[src/rtl/bus_power_init_sequencer.sv]
// bus_power_init_sequencer
//   Powers up the CAN buses behind the 16-bus hub one at a time. For each bus it
//   issues a power-enable strobe, waits SETTLE_CYCLES clocks and, when trim_en
//   is high at the end of the settle interval, runs an oscillator-trim handshake.
//   After the last bus it pulses end_power_init.
//
//   Optional feature macro: BUS_TRIM_TIMEOUT_EN. When it is defined, the trim
//   handshake is bounded by TRIM_TIMEOUT cycles and an expiry sets the sticky
//   trim_timeout_err. When it is undefined, the wait for end_trim_bus is
//   unbounded and trim_timeout_err is tied low.
//
// Ports
//   clk              in   hub clock (40 MHz)
//   rst              in   asynchronous reset, active low
//   start_init       in   start request, sampled only while idle
//   n_buses[4:0]     in   index of the last bus, clamped to 15, latched at start
//   trim_en          in   trim enable, sampled on the final settle cycle
//   end_trim_bus     in   trim-done pulse, honoured only while waiting for trim
//   power_bus_en     out  one-cycle power strobe per bus
//   power_bus_cnt    out  current bus index (0..15)
//   start_trim       out  one-cycle trim request
//   bus_on_mask      out  bit i set once bus i has been strobed
//   busy             out  high while a sequence is in progress
//   end_power_init   out  one-cycle completion pulse
//   trim_timeout_err out  sticky trim timeout flag, cleared on the next start

module bus_power_init_sequencer #(
    parameter int unsigned SETTLE_CYCLES = 1000,
    parameter int unsigned TRIM_TIMEOUT  = 65535
) (
    input  logic        clk,
    input  logic        rst,
    input  logic        start_init,
    input  logic [4:0]  n_buses,
    input  logic        trim_en,
    input  logic        end_trim_bus,
    output logic        power_bus_en,
    output logic [4:0]  power_bus_cnt,
    output logic        start_trim,
    output logic [15:0] bus_on_mask,
    output logic        busy,
    output logic        end_power_init,
    output logic        trim_timeout_err
);

    typedef enum logic [2:0] {
        IDLE,
        POWER_ON,
        SETTLE,
        TRIM_REQ,
        TRIM_WAIT,
        NEXT,
        DONE
    } state_t;

    localparam int unsigned SW = (SETTLE_CYCLES > 1) ? $clog2(SETTLE_CYCLES) : 1;

    state_t          state, state_nxt;
    logic [SW-1:0]   settle_cnt, settle_cnt_nxt;
    logic [3:0]      last, last_nxt;
    logic [4:0]      cnt_nxt;
    logic [15:0]     mask_nxt;

`ifdef BUS_TRIM_TIMEOUT_EN
    localparam int unsigned TW = (TRIM_TIMEOUT > 1) ? $clog2(TRIM_TIMEOUT) : 1;
    logic [TW-1:0]   tmo_cnt, tmo_cnt_nxt;
    logic            err_nxt;
`else
    logic            unused_trim_timeout;
    assign unused_trim_timeout = (TRIM_TIMEOUT != 0);
    assign trim_timeout_err    = 1'b0;
`endif

    always_ff @(posedge clk or negedge rst) begin
        if (!rst) begin
            state <= IDLE;
        end else begin
            state <= state_nxt;
        end
    end

    always_comb begin
        state_nxt      = state;
        settle_cnt_nxt = settle_cnt;
        last_nxt       = last;
        cnt_nxt        = power_bus_cnt;
        mask_nxt       = bus_on_mask;
`ifdef BUS_TRIM_TIMEOUT_EN
        tmo_cnt_nxt    = tmo_cnt;
        err_nxt        = trim_timeout_err;
`endif
        case (state)
            IDLE: begin
                if (start_init) begin
                    last_nxt  = n_buses[4] ? 4'd15 : n_buses[3:0];
                    cnt_nxt   = '0;
                    mask_nxt  = '0;
`ifdef BUS_TRIM_TIMEOUT_EN
                    err_nxt   = 1'b0;
`endif
                    state_nxt = POWER_ON;
                end
            end
            POWER_ON: begin
                mask_nxt       = bus_on_mask | (16'd1 << power_bus_cnt[3:0]);
                settle_cnt_nxt = SW'(SETTLE_CYCLES - 1);
                state_nxt      = SETTLE;
            end
            SETTLE: begin
                if (settle_cnt == '0) begin
                    state_nxt = trim_en ? TRIM_REQ : NEXT;
                end else begin
                    settle_cnt_nxt = settle_cnt - 1'b1;
                end
            end
            TRIM_REQ: begin
`ifdef BUS_TRIM_TIMEOUT_EN
                tmo_cnt_nxt = TW'(TRIM_TIMEOUT - 1);
`endif
                state_nxt   = TRIM_WAIT;
            end
            TRIM_WAIT: begin
                // a done pulse in the expiry cycle takes priority over the timeout
                if (end_trim_bus) begin
                    state_nxt = NEXT;
                end
`ifdef BUS_TRIM_TIMEOUT_EN
                else if (tmo_cnt == '0) begin
                    err_nxt   = 1'b1;
                    state_nxt = NEXT;
                end else begin
                    tmo_cnt_nxt = tmo_cnt - 1'b1;
                end
`endif
            end
            NEXT: begin
                if (power_bus_cnt[3:0] == last) begin
                    state_nxt = DONE;
                end else begin
                    cnt_nxt   = power_bus_cnt + 5'd1;
                    state_nxt = POWER_ON;
                end
            end
            DONE: begin
                state_nxt = IDLE;
            end
            default: begin
                state_nxt = IDLE;
            end
        endcase
    end

    // strobes and busy are registered from the next state so they line up
    // with the cycle the FSM actually spends in the corresponding state
    always_ff @(posedge clk or negedge rst) begin
        if (!rst) begin
            settle_cnt     <= '0;
            last           <= '0;
            power_bus_cnt  <= '0;
            bus_on_mask    <= '0;
            power_bus_en   <= 1'b0;
            start_trim     <= 1'b0;
            end_power_init <= 1'b0;
            busy           <= 1'b0;
        end else begin
            settle_cnt     <= settle_cnt_nxt;
            last           <= last_nxt;
            power_bus_cnt  <= cnt_nxt;
            bus_on_mask    <= mask_nxt;
            power_bus_en   <= (state_nxt == POWER_ON);
            start_trim     <= (state_nxt == TRIM_REQ);
            end_power_init <= (state_nxt == DONE);
            busy           <= (state_nxt != IDLE);
        end
    end

`ifdef BUS_TRIM_TIMEOUT_EN
    always_ff @(posedge clk or negedge rst) begin
        if (!rst) begin
            tmo_cnt          <= '0;
            trim_timeout_err <= 1'b0;
        end else begin
            tmo_cnt          <= tmo_cnt_nxt;
            trim_timeout_err <= err_nxt;
        end
    end
`endif

endmodule

[config.mk]
export PLATFORM = sky130hd
export DESIGN_NAME = bus_power_init_sequencer
export DESIGN_NICKNAME = d
export VERILOG_FILES = /design/src/rtl/bus_power_init_sequencer.sv
export SDC_FILE = /design/constraint.sdc
export NUM_CORES = 1
export LEC_CHECK = 0
export ABC_AREA = 0
export CORE_ASPECT_RATIO = 2
export CORE_MARGIN = 3
export CORE_UTILIZATION = 50
export CTS_BUF_LIST = sky130_fd_sc_hd__clkbuf_4
export DETAILED_ROUTE_END_ITERATION = 16
export GPL_TIMING_DRIVEN = 0
export MAX_ROUTING_LAYER = met4
export PLACE_DENSITY = 0.83
export SYNTH_ARGS = -nofsm -noshare
export SYNTH_HDL_FRONTEND = slang
export SYNTH_SLANG_ARGS = --single-unit
[constraint.sdc]
create_clock -name clk -period 2.5 [get_ports clk]
set_clock_uncertainty 0.15 [all_clocks]
set_input_delay 0.5 -clock clk [delete_from_list [all_inputs] [get_ports clk]]
set_output_delay 0.5 -clock clk [all_outputs]
set_load 0.03 [all_outputs]
# --- After elaboration in Yosys (flattened, before gate mapping) ---
# Cells that the tools add are included.
word_totals:
  reg_bits: 42
  input_bits: 10
  output_inout_bits: 26
  word_cells: 49
classes:
  add_sub_neg: 2
  eq_ne: 12
  shift: 1
  mux: 14
  bitwise_logic: 1
  reduce_logical: 10
op_table:
  columns: ["op", "n"]
  rows:
  - ["$pmux W16 S2", 1]
  - ["$pmux W10 S2", 1]
  - ["$pmux W3 S6", 1]
  - ["$mux W16", 1]
  - ["$or A16 B16 Y16", 1]
  - ["$shl A1 B4 Y16 const A", 1]
  - ["$mux W3", 5]
  - ["$logic_not A10 Y1", 1]
  - ["$mux W10", 1]
  - ["$mux W5", 2]
  - ["$pmux W5 S2", 1]
  - ["$sub A10 B1 Y10 const B", 1]
  - ["$eq A3 B2 Y1 const B", 3]
  - ["$eq A3 B3 Y1 const B", 3]
  - ["$eq A3 B1 Y1 const B", 2]
  - ["$ne A2 B2 Y1 const B", 3]
  - ["$reduce_and A2 Y1", 3]
  - ["$reduce_bool A2 Y1", 3]
  - ["$add A5 B1 Y5 const B", 1]
  - ["$eq A4 B4 Y1", 1]
  - ["$mux W4", 1]
  - ["$logic_not A3 Y1", 1]
  - ["$reduce_and A3 Y1", 1]
  - ["$reduce_bool A3 Y1", 1]

# --- Logic depth before layout (Yosys ltp) ---
depth:
  word_depth: 4
  ltp_mapped: 7
  ltp_nobuf: 6

# --- Worst setup path after synthesis ---
# Ideal clock, no wire load.
synth_path:
  path_type: "flip-flop to flip-flop"
  startpoint: "register power_bus_cnt[2]"
  endpoint: "register state[0]"
  setup_ns: 0.136
  arrival_time_ns: 1.773
  required_ns: 2.214
  slack_ns: 0.441
  path_stages_with_launch: 7
  path_buffers: 2
  synth_period_minus_slack_ns: 2.059
  path_cell_list: "dfrtp_1 clkbuf_2 xnor2_1 and4_1 clkbuf_1 a211oi_1 or3b_2"
synth_between:
  elab_chain_len: 3
synth_lines:
  columns: ["element", "line", "rtl"]
  rows:
  - ["from (decl)", "38", "output logic [4:0] power_bus_cnt,"]
  - ["from (signal assigned)", "168", "power_bus_cnt <= cnt_nxt;"]
  - ["$eq A4 B4 Y1", "137", "if (power_bus_cnt[3:0] == last) begin"]
  - ["$mux W3", "137", null]
  - ["$pmux W3 S6", "92", "case (state)"]
  - ["net state_nxt[0]", "58", "state_t state, state_nxt;"]
  - ["to (signal assigned)", "78", "state <= state_nxt;"]
  - ["to (decl)", "58", null]
# The timed path passes the listed nets, and every way through them passes these cells.
# A chain may end at the register's enable or synchronous reset.

# --- Worst setup path in the final report ---
layout_path:
  startpoint: "register settle_cnt[0]"
  endpoint: "register settle_cnt[6]"
layout_between:
  elab_chain_len: 3
  elab_cells_between_ends: 6
  cone_classes: "add/sub: 1; eq/ne: 1; mux: 2; reduce/logical: 2"
layout_lines:
  columns: ["element", "line", "rtl"]
  rows:
  - ["from (decl)", "59", "logic [SW-1:0] settle_cnt, settle_cnt_nxt;"]
  - ["from (signal assigned)", "166", "settle_cnt <= settle_cnt_nxt;"]
  - ["$sub A10 B1 Y10 / $logic_not A10 Y1 (equally long branches)", "113, 110", null]
  - ["$mux W10 / $ne A2 B2 Y1 (equally long branches)", null, null]
  - ["$pmux W10 S2 / $reduce_and A2 Y1 (equally long branches)", null, null]
# Several ways; a longest one is shown, not always the timed one. The select of a mux whose other input is x is not followed.

==> impl_metrics.env <==
export IMPL_outcome="finished clean"
export IMPL_slew_headroom=0.662
export IMPL_synth_area_um2=1960
export IMPL_synth_enable_flop_cells=0
export IMPL_cts_resized=0
export IMPL_ant_nets=0
export IMPL_clk_path_buf_depth=2
export IMPL_yosys_area_top_type_share=0.535
export IMPL_synth_seq_cells=42
export IMPL_dpl_cell_count=269
export IMPL_wl_um=4110
export IMPL_arrival_ns=2.33
export IMPL_die_h_um=94.6
export IMPL_hold_path_class="primary input to async pin"
export IMPL_worst_endpoint_required_ns=2.57
export IMPL_clk_pin_slew_worst_paths_ns=0.12
export IMPL_synthArstFlopShare=1.00
export IMPL_crit_end="settle_cnt[6]"
export IMPL_syn_to_final_growth_pct=24.5
export IMPL_overflow=0
export IMPL_final_nets=245
export IMPL_dr_pass1_iters=4
export IMPL_first_iter_violations=29
export IMPL_layout_drive_gt1_share=0.0786
export IMPL_crit_start="settle_cnt[0]"
export IMPL_fin_crit_ns=2.26
export IMPL_yosys_top_cells_area="dfrtp_1, a22o_1, ha_1"
export IMPL_final_max_slew_viol_count=0
export IMPL_avgSynthCellArea_um2=10.6
export IMPL_tritoncts="done"
export IMPL_ys_flop_type="dfrtp_1"
export IMPL_cts_root_buf="clkbuf_4"
export IMPL_io_buffer_count=34
export IMPL_cpLargestDelayFamily="simple AND/OR/NAND/NOR gates"
export IMPL_grt_max_degree=41
export IMPL_antenna_found_initial=0
export IMPL_worst_setup_path_end_kind="flip-flop"
export IMPL_cts_htree_levels=2
export IMPL_p_per_area_nw_per_um2=835
export IMPL_hold_viol=0
export IMPL_start_util=0.533
export IMPL_leakage_uw=0.00104
export IMPL_path_buf_inv=1
export IMPL_ys_seq_area_frac=0.535
export IMPL_core_um2=3680
export IMPL_rsz0062_at_grt="false"
export IMPL_clock_sinks=42
export IMPL_fin_crit_sh=0.902
export IMPL_die_w_um=50.3
export IMPL_die_area_um2=4760
export IMPL_worstMarginPinSlew_ns=0.503
export IMPL_path_class="flip-flop to flip-flop"
export IMPL_placementRows=31
export IMPL_grt_use_total=0.202
export IMPL_vias=1565
export IMPL_path_cells="inv_1, ha_1, or3b_2, a211oi_1, and3_1, o21ai_0"
export IMPL_grt_pass1_vias=1565
export IMPL_r2r_start="settle_cnt[0]"
export IMPL_ys_types=38
export IMPL_rr_worst_depth=6
export IMPL_diodes=0
export IMPL_drv_cap=0
export IMPL_finalSetupViolCount=0
export IMPL_viasPerCell=5.63
export IMPL_path_max_fanout=5
export IMPL_ios=36
export IMPL_synthCells=185
export IMPL_crit_path_start_kind="flip-flop"
export IMPL_post_cts_buffers=0
export IMPL_crit_slowest_cell="or3b_2"
export IMPL_grt_first_pass_wirelength_um=7020
export IMPL_drc_errors=0
export IMPL_synth_top_cell_by_area="dfrtp_1"
export IMPL_fin_worst_hold_slack_ns=0.311
export IMPL_slowest_delay_ns=0.51
export IMPL_clock_latency_ns=0.36
export IMPL_yosys_warnings=0
export IMPL_critical_path_cell_count=6
export IMPL_synth_nets=202
export IMPL_fin_cells=278
export IMPL_reg2reg_slack_ns=0.24
export IMPL_r2r_end="settle_cnt[6]"
export IMPL_cts_buffers=5
export IMPL_wl_per_cell_um=14.8
export IMPL_cts_hold_buffers=1
export IMPL_irDropWorstVdd_uv=819
export IMPL_dp_hpwl_um=3150
export IMPL_max_freq_mhz=443
export IMPL_gp_congestion=0.782
metrics by stage:
stage	setup WS [ns]	power (uW)	instance area, um^2	util	setup TNS [ns]
floorplan	0.441	1470	1960	-	0
global placement	-0.257	1710	2370	0.642	-10.70
detailed placement	0.259	1730	2380	0.646	0
CTS	0.229	2060	2440	0.663	0
global route	0.0813	2200	2440	0.663	0
finish	0.244	2040	2440	0.663	0
layout by cell type (no fill, tap or decap), drive strengths merged, types with 2 or more instances in the layout:
cell	n
or3	4
clkbuf	13
nor3	5
a22o	14
nand4	2
nand2	12
a32o	2
or3b	4
dfrtp	42
clkdlybuf4s50	33
o21ai	13
mux2i	5
ha	7
clkinv	2
a211oi	2
nand3	4
inv	7
nor2b	2
nand3b	2
a21oi	4
buf	5
nor3b	2
and3	3
nor2	16
or4	2
nor4	4
xnor2	6
cells by family after synthesis:
group / count (synthesis) / synth area share
XOR/XNOR: 6 / 0.0268
other: 1 / 0.00191
buffers and inverters: 18 / 0.0433
flip-flops: 42 / 0.535
AND/OR/NAND/NOR: 65 / 0.176
multiplexers: 5 / 0.0255
AO/OA/AOI/OAI: 41 / 0.147
adder cells (fa/ha/maj): 7 / 0.0446
synthesized netlist by cell type, types with 3 or more instances:
cell type  instances
nor3_1             5
nor4_1             4
inv_1              7
xnor2_1            6
mux2i_1            5
o21ai_0           13
nand2_1           12
and3_1             3
nand3_1            4
a22o_1            14
or3b_2             3
a21oi_1            4
ha_1               7
dfrtp_1           42
nor2_1            16
or3_1              4
clkbuf_1           6
power breakdown:
| part | leakage (uW) | internal [uW] | switching (uW) |
|---|---|---|---|
| Clock | 0.0000286 | 105 | 217 |
| Sequential | 0.000531 | 812 | 124 |
| Combinational | 0.000479 | 320 | 465 |
| Total | 0.00104 | 1240 | 806 |
worst min-delay path by stage:
stage / endpoint / slack [ns]
floorplan: bus_on_mask[0] / 0.05
finish: settle_cnt[7] / 0.31
CTS: settle_cnt[7] / 0.30
global route: settle_cnt[7] / 0.30
global placement: power_bus_cnt[4] / 0.31
detailed placement: settle_cnt[7] / 0.16
per-layer routing:
layer | routed length, um | track usage
met5 | 0 | -
met4 | 105 | 0.115
met3 | 156 | 0.0348
met2 | 2350 | 0.360
met1 | 1510 | 0.201
layout make-up:
| type | instances | area [um^2] |
|---|---|---|
| multi-input combinational | 125 | 828 |
| sequential | 42 | 1050 |
| tap | 49 | 61.3 |
| timing repair buffer | 36 | 365 |
| clock buffer | 5 | 37.5 |
| clock inverter | 3 | 16.3 |
| inverter | 7 | 26.3 |
| fill | 322 | 1240 |
| buffer | 11 | 58.8 |
worst reg2reg max path: stages, from the launching register on:
cell,delay (ns)
dfrtp_1,0.45
inv_1,0.08
ha_1,0.20
or3b_2,0.51
a211oi_1,0.46
and3_1,0.22
o21ai_0,0.07
flip-flops by register name, indices dropped and copies added (netlist names):
signal	count
bus_on_mask	16
settle_cnt	10
power_bus_cnt	5
last	4
state	3
busy	1
end_power_init	1
power_bus_en	1
start_trim	1
Note: power is estimated with default switching activity, not from simulation.
